## config.mk

```make
export PLATFORM = sky130hd
export DESIGN_NAME = spi_xfer_arbiter
export DESIGN_NICKNAME = d
export VERILOG_FILES = /design/src/rtl/spi_xfer_arbiter.sv
export SDC_FILE = /design/constraint.sdc
export NUM_CORES = 1
export LEC_CHECK = 0
export BUFFER_PORTS_ARGS = -buffer_cell sky130_fd_sc_hd__buf_4
export CAP_MARGIN = 20
export CELL_PAD_IN_SITES_DETAIL_PLACEMENT = 1
export CELL_PAD_IN_SITES_GLOBAL_PLACEMENT = 2
export CORE_MARGIN = 10
export CORE_UTILIZATION = 33
export CTS_CLUSTER_SIZE = 10
export DETAILED_ROUTE_END_ITERATION = 10
export PLACE_DENSITY = 0.86
export SYNTH_ARGS = -nofsm -noshare
export SYNTH_HDL_FRONTEND = slang
export SYNTH_SLANG_ARGS = --single-unit
export TNS_END_PERCENT = 100
```

## constraint.sdc

```tcl
create_clock -name clk_i -period 3.9 [get_ports clk_i]
set_input_delay 0.585 -clock clk_i [delete_from_list [all_inputs] [get_ports clk_i]]
set_output_delay 0.585 -clock clk_i [all_outputs]
set_load 0.05 [all_outputs]
```

## src/rtl/spi_xfer_arbiter.sv

```systemverilog
// rtl/spi_xfer_arbiter.sv - round-robin arbiter sharing one byte-wide SPI master between two requesters
// Optional feature macro: SPI_ARB_TIMEOUT_EN (abort a stalled burst after TIMEOUT idle cycles)
// Ports:
//   clk_i, rst_i            clock, asynchronous active-high reset
//   req_valid_i/data/last   per-requester byte offer (byte k on req_data_i[8k+7:8k])
//   req_ready_o             per-requester byte accepted pulse
//   rsp_valid_o, rsp_data_o received byte pulse (per requester) and shared data
//   grant_o, busy_o, err_o  current/last owner, CS asserted, timeout abort pulse
//   cs_n_o                  active-low chip selects, one per requester
//   spi_*                   handshake with the SPI master
module spi_xfer_arbiter #(
   parameter int CS_SETUP = 2,
   parameter int CS_HOLD  = 2,
   parameter int TIMEOUT  = 1000
) (
   input  logic        clk_i,
   input  logic        rst_i,
   input  logic [1:0]  req_valid_i,
   input  logic [15:0] req_data_i,
   input  logic [1:0]  req_last_i,
   output logic [1:0]  req_ready_o,
   output logic [1:0]  rsp_valid_o,
   output logic [7:0]  rsp_data_o,
   output logic        grant_o,
   output logic        busy_o,
   output logic        err_o,
   output logic [1:0]  cs_n_o,
   output logic [7:0]  spi_din_o,
   output logic        spi_start_o,
   input  logic [7:0]  spi_dout_i,
   input  logic        spi_done_tick_i,
   input  logic        spi_ready_i
);

   typedef enum logic [2:0] {S_IDLE, S_SETUP, S_SEND, S_WAIT, S_HOLD} state_t;

   localparam logic [7:0] SETUP_LAST = 8'(CS_SETUP - 1);
   localparam logic [7:0] HOLD_LAST  = 8'(CS_HOLD - 1);

   state_t      state_q, state_d;
   logic [7:0]  cnt_q, cnt_d;
   logic        grant_q, grant_d;
   logic        rr_q, rr_d;
   logic        last_q, last_d;
   logic        busy_q, busy_d;
   logic [1:0]  cs_n_q, cs_n_d;
   logic [7:0]  spi_din_q, spi_din_d;
   logic        spi_start_q, spi_start_d;
   logic [1:0]  req_ready_q, req_ready_d;
   logic [1:0]  rsp_valid_q, rsp_valid_d;
   logic [7:0]  rsp_data_q, rsp_data_d;
   logic        err_q, err_d;
   logic        winner;
   logic        own_valid;
   logic        own_last;
   logic [7:0]  own_data;
`ifdef SPI_ARB_TIMEOUT_EN
   localparam logic [31:0] TO_LAST = 32'(TIMEOUT - 1);
   logic [31:0] to_cnt_q, to_cnt_d;
`endif

   // rr_q names the favoured requester; it only matters on a tie
   assign winner    = (&req_valid_i) ? rr_q : req_valid_i[1];
   assign own_valid = grant_q ? req_valid_i[1] : req_valid_i[0];
   assign own_last  = grant_q ? req_last_i[1] : req_last_i[0];
   assign own_data  = grant_q ? req_data_i[15:8] : req_data_i[7:0];

   always_comb begin
      state_d     = state_q;
      cnt_d       = cnt_q;
      grant_d     = grant_q;
      rr_d        = rr_q;
      last_d      = last_q;
      busy_d      = busy_q;
      cs_n_d      = cs_n_q;
      spi_din_d   = spi_din_q;
      spi_start_d = 1'b0;
      req_ready_d = 2'b00;
      rsp_valid_d = 2'b00;
      rsp_data_d  = rsp_data_q;
      err_d       = 1'b0;
`ifdef SPI_ARB_TIMEOUT_EN
      to_cnt_d    = to_cnt_q;
`endif
      case (state_q)
         S_IDLE: begin
            if (|req_valid_i) begin
               grant_d = winner;
               cs_n_d  = winner ? 2'b01 : 2'b10;
               busy_d  = 1'b1;
               cnt_d   = 8'd0;
               state_d = S_SETUP;
`ifdef SPI_ARB_TIMEOUT_EN
               to_cnt_d = 32'd0;
`endif
            end
         end
         S_SETUP: begin
            if (cnt_q == SETUP_LAST) begin
               state_d = S_SEND;
            end else begin
               cnt_d = cnt_q + 8'd1;
            end
         end
         S_SEND: begin
            if (own_valid && spi_ready_i) begin
               spi_din_d   = own_data;
               spi_start_d = 1'b1;
               req_ready_d = grant_q ? 2'b10 : 2'b01;
               last_d      = own_last;
               state_d     = S_WAIT;
`ifdef SPI_ARB_TIMEOUT_EN
               to_cnt_d    = 32'd0;
            end else if (!own_valid) begin
               // owner went quiet mid-burst: give up after TIMEOUT idle cycles
               if (to_cnt_q == TO_LAST) begin
                  err_d   = 1'b1;
                  cnt_d   = 8'd0;
                  state_d = S_HOLD;
               end else begin
                  to_cnt_d = to_cnt_q + 32'd1;
               end
`endif
            end
         end
         S_WAIT: begin
            if (spi_done_tick_i) begin
               rsp_data_d  = spi_dout_i;
               rsp_valid_d = grant_q ? 2'b10 : 2'b01;
               cnt_d       = 8'd0;
               state_d     = last_q ? S_HOLD : S_SEND;
            end
         end
         S_HOLD: begin
            if (cnt_q == HOLD_LAST) begin
               cs_n_d  = 2'b11;
               busy_d  = 1'b0;
               rr_d    = ~grant_q;
               state_d = S_IDLE;
            end else begin
               cnt_d = cnt_q + 8'd1;
            end
         end
         default: state_d = S_IDLE;
      endcase
   end

   always_ff @(posedge clk_i or posedge rst_i) begin
      if (rst_i) begin
         state_q     <= S_IDLE;
         cnt_q       <= 8'd0;
         grant_q     <= 1'b0;
         rr_q        <= 1'b0;
         last_q      <= 1'b0;
         busy_q      <= 1'b0;
         cs_n_q      <= 2'b11;
         spi_din_q   <= 8'd0;
         spi_start_q <= 1'b0;
         req_ready_q <= 2'b00;
         rsp_valid_q <= 2'b00;
         rsp_data_q  <= 8'd0;
         err_q       <= 1'b0;
`ifdef SPI_ARB_TIMEOUT_EN
         to_cnt_q    <= 32'd0;
`endif
      end else begin
         state_q     <= state_d;
         cnt_q       <= cnt_d;
         grant_q     <= grant_d;
         rr_q        <= rr_d;
         last_q      <= last_d;
         busy_q      <= busy_d;
         cs_n_q      <= cs_n_d;
         spi_din_q   <= spi_din_d;
         spi_start_q <= spi_start_d;
         req_ready_q <= req_ready_d;
         rsp_valid_q <= rsp_valid_d;
         rsp_data_q  <= rsp_data_d;
         err_q       <= err_d;
`ifdef SPI_ARB_TIMEOUT_EN
         to_cnt_q    <= to_cnt_d;
`endif
      end
   end

   assign req_ready_o = req_ready_q;
   assign rsp_valid_o = rsp_valid_q;
   assign rsp_data_o  = rsp_data_q;
   assign grant_o     = grant_q;
   assign busy_o      = busy_q;
   assign err_o       = err_q;
   assign cs_n_o      = cs_n_q;
   assign spi_din_o   = spi_din_q;
   assign spi_start_o = spi_start_q;

endmodule

```

* Word-level counts from Yosys, hierarchy flattened
Cells that the tools add are included.
Cells by class: add/sub/neg operators 1, $mul 0, divide/modulo/power cells 0, order comparisons 0, eq/ne operators 11, shift operators 0, multiplexer cells 29, bitwise gates (word level) 1, reductions and logical operators 14
Operators with widths (count):
- two-way mux 8 bit | 4
- case mux 8 bit (3 select lines) | 1
- two-way mux 3 bit | 6
- two-way mux 2 bit | 8
- case mux 3 bit (5 select lines) | 1
- != test 2 bit, second input constant | 6
- AND reduction 2 bit | 5
- adder 8 x 1 -> 8 bit, second input constant | 1
- == test 8 x 1 -> 1 bit, second input constant | 1
- two-way mux 1 bit | 7
- == test 3 x 2 -> 1 bit, second input constant | 2
- AND reduction 5 bit | 1
- case mux 2 bit (2 select lines) | 1
- AND reduction 4 bit | 1
- OR reduction 2 bit | 2
- == test 3 x 1 -> 1 bit, second input constant | 1
- == test 3 bit, second input constant | 1
- logical NOT 3 bit | 1
- AND reduction 3 bit | 1
- nonzero test 3 bit | 1
- case mux 1 bit (2 select lines) | 1
- nonzero test 2 bit | 1
- logical AND 1 bit | 1
- inverter 1 bit | 1
Storage, ports and cells: register bits after elaboration 38, bits in latches 0, memory bits (writable) 0, ROM bits 0, bits of input ports 32, output and inout port bits 26, logic and storage cells 68, memories kept 0

* Logic depth before layout (Yosys ltp)
depth in word-level cells 5, gate-level depth with buffers 6, gate-level depth less buffers 6

* Worst setup path after synthesis
Ideal clock, no wire load.
path kind register to register, from register grant_q, in the netlist grant_o, to register spi_din_q[0], in the netlist spi_din_o[0], setup time 83 ps, arrival 1768 ps, required time 3817 ps, path slack 2049 ps, cell stages (with the launch flop) 7, buffers on the path 2, period minus slack after synthesis 1851 ps, cells stage by stage dfrtp_1 clkbuf_1 mux2_2 nand3_1 clkbuf_1 nand2_1 o21ai_0
On the way: word-level cells in the longest chain between the ends 3, elaborated cells on any way between the ends 4, classes of those cells mux (2); reduce/logical (2)
RTL lines:
- start: declaration | RTL line 42 | logic grant_q, grant_d;
- start signal: assignment | RTL line 169 | grant_q <= grant_d;
- two-way mux 1 bit | RTL line 64 | assign own_valid = grant_q ? req_valid_i[1] : req_valid_i[0];
- logical AND 1 bit | RTL line 106 | if (own_valid && spi_ready_i) begin
- AND reduction 2 bit (no source line)
- end signal: assignment | RTL line 174 | spi_din_q <= spi_din_d;
- end: declaration | RTL line 47 | logic [7:0] spi_din_q, spi_din_d;
Several ways; a longest one is shown, not always the timed one. A chain may end at the register's enable or synchronous reset.

* Worst setup path in the final report
from register grant_q, in the netlist grant_o, to register spi_din_q[5], in the netlist spi_din_o[5]
Same word-level chain as after synthesis.

==> flow_metrics.tcl <==
set metrics [dict create \
    globalplace.congestion 0.758 \
    seq_area_um2 953 \
    seqPwrFrac 0.343 \
    r2r-start "grant_o" \
    rsz0062_at_grt "no" \
    drc 0 \
    cap_violations 0 \
    ir_worst_vdd_uv 328 \
    post-route-period-util 0.537 \
    initial_core_util 0.337 \
    die_y_um 94.7 \
    cts.clk_slew.worst_paths_ps 80 \
    yosysSeqAreaShare 0.518 \
    worstPathRequired_ps 4020 \
    cts_tree "built" \
    htree_levels 2 \
    p_sw_frac 0.484 \
    ant_nets 0 \
    setup_ws_ps 1810 \
    finalCriticalPeriod_ps 2090 \
    syn2layout_area_growth_pct 31.7 \
    internal-power_w 0.00107 \
    slew_viol_final 0 \
    synth_edf_count 0 \
    reg2reg_slack_ps 1810 \
    io_pins 58 \
    power.density_nw_per_um2 851 \
    drtPass1Iterations 4 \
    clock-sinks 38 \
    cp_max_fo 21 \
    gr-usage-met2 0.179 \
    drive_above_1_share 0.380 \
    holdBufCountCts 0 \
    syn_area_um2 1840 \
    core_area_um2 5470 \
    grt_overflow 0 \
    cts_inserted_buffers 5 \
    cellLeakagePower_nw 1.15 \
    arrival_ps 2220 \
    die_x_um 94.7 \
    async_reset_ff_frac 1.00 \
    worst_setup_path_start_kind "flip-flop" \
    grt_pass1_wl_um 8000 \
    totalWireLength_um 4710 \
    first_global_vias 1605 \
    reg2regPathDepth 3 \
    dpl.hpwl_um 3590 \
    placed_area_um2 2320 \
    holdCritPathClass "in -> async" \
    use_met3 0.0389 \
    clock_skew_ps 7.35 \
    cts_resized 0 \
    postLayoutCellArea_um2 2420 \
    dp_worst_setup_slack_ps 1740 \
    worstReg2RegEnd "spi_din_o[5]" \
    num-nets-final 263 \
    synthFlopType "dfrtp_1" \
    max-clock-path-buffers 2 \
    post-cts-setup-buffers 0 \
    switchingPower_w 0.000998 \
    met1_usage 0.138 \
    grt-busiest-layer "met2" \
    pwr-share-comb 0.535 \
    setup_viol 0 \
    port_buffers 56 \
    synth_seq_cells 38 \
    dieArea_um2 8970 \
    hold_viol 0 \
    yosysWarnings 0 \
    syn_avg_cell_area_um2 10.6 \
    drt_iter0_drc 42 \
    power_w 0.00206 \
    clkPwrFrac 0.123 \
    wl_per_cell_um 15.6 \
    relSlewSlack 0.513 \
    multiInputGateArea_um2 806 \
    detail_route.vias_per_cell 4.93 \
    ys_types 43 \
    placementRows 27 \
    n_antenna_cell 0 \
    endpoint_kind "flip-flop" \
    synth_nets 207 \
    antenna_found_initial 0 \
    max_freq_mhz 478 \
    status "complete, no violations" \
    vias 1484 \
    layout_commonest_cell "buf_4" \
    num-fill-cells 635 \
    syn_inst 173 \
    fin_tns_setup_ps 0 \
    cts_root_buffer "clkbuf_8" \
    grt_max_degree 27 \
    grt_usage 0.112 \
    most-common-layout-cells "buf_4, dfrtp_1, nand2_1, o21ai_0" \
    clk_latency_ps 290 \
    critPathKind "reg -> reg" \
    tightest_slew_ps 726 \
    hold_ws_ps 266 \
]
worst max-delay path by stage:
stage | start | end | slack (ps) | depth (start not counted)
2_1_floorplan | grant_o | spi_din_o[0] | 2050 | 6
3_3_place_gp | grant_o | last_q | 1870 | 3
3_5_place_dp | grant_o | spi_din_o[5] | 1740 | 3
4_1_cts | grant_o | spi_din_o[5] | 1730 | 3
5_1_grt | grant_o | spi_din_o[5] | 1590 | 3
6_report | grant_o | spi_din_o[5] | 1810 | 3
worst max-delay path: stages (launching register included):
cell	delay, ps
dfrtp_1	770
mux2_2	420
nand3_1	510
o21ai_0	230
flip-flops by register name, summed over array words and instances, names as in the netlist, 2 cells and up:
register and count:
cnt_q 8, rsp_data_o 8, spi_din_o 8, state_q 3
cs_n_o 2, req_ready_o 2, rsp_valid_o 2
power by group through the flow:
| stage | Clock (W) | Combinational [W] | Sequential (W) |
|---|---|---|---|
| after floorplan | 0 | 0.000495 | 0.00101 |
| after global placement | 0 | 0.00110 | 0.000710 |
| after detailed placement | 0 | 0.00112 | 0.000717 |
| after CTS | 0.000263 | 0.00112 | 0.000711 |
| after global routing | 0.000283 | 0.00120 | 0.000738 |
| final | 0.000253 | 0.00110 | 0.000707 |
metal layers:
metal | routed length [um] | share of wire | vias to the layer above
li1 | - | - | 712
met1 | 2080 | 0.44 | 735
met2 | 2280 | 0.49 | 35
met3 | 302 | 0.064 | 2
met4 | 42 | 0.0089 | 0
met5 | 0 | 0 | -
cell families (layout without fill, tap and decap cells):
kind of cell             count (synthesis)  count (layout)  synth area share
buffers and inverters                   19              75            0.0448
AO/OA/AOI/OAI                           34              34             0.118
other                                    1               1           0.00204
AND/OR/NAND/NOR                         56              56             0.171
flip-flops                              38              38             0.518
XOR/XNOR                                 2               2           0.00951
adder cells (fa/ha/maj)                  2               2            0.0136
multiplexers                            21              21             0.124
through the flow:
stage                      util  instances
after floorplan               -        173
after global placement    0.424        293
after detailed placement  0.424        293
after CTS                 0.438        300
after global routing      0.443        301
final                     0.443        301
cell usage after synthesis (all sizes together), types with 2 or more instances:
| cell type | n | share of area |
|---|---|---|
| mux2i | 10 | 0.054 |
| o21ai | 17 | 0.046 |
| o22ai | 3 | 0.018 |
| a211oi | 3 | 0.012 |
| nor3 | 2 | 0.012 |
| inv | 9 | 0.018 |
| dfstp | 2 | 0.029 |
| xnor2 | 2 | 0.0095 |
| buf | 5 | 0.016 |
| clkbuf | 5 | 0.010 |
| and3 | 2 | 0.0068 |
| dfrtp | 36 | 0.49 |
| mux2 | 11 | 0.069 |
| a21oi | 3 | 0.0081 |
| nand3 | 8 | 0.022 |
| ha | 2 | 0.014 |
| nor3b | 2 | 0.0081 |
| or3 | 3 | 0.011 |
| or2 | 2 | 0.0068 |
| nor2 | 11 | 0.031 |
| o211ai | 3 | 0.012 |
| nand2 | 18 | 0.037 |
cell type report:
cell class              instances  share of cell area
clock inverters                 2             0.00413
clock buffers                   5              0.0284
well taps                      72              0.0372
repair buffers                 59               0.191
flip-flops and latches         38               0.393
inverters                       9              0.0139
multi-input cells             116               0.332
(Power assumes the default switching activity.)
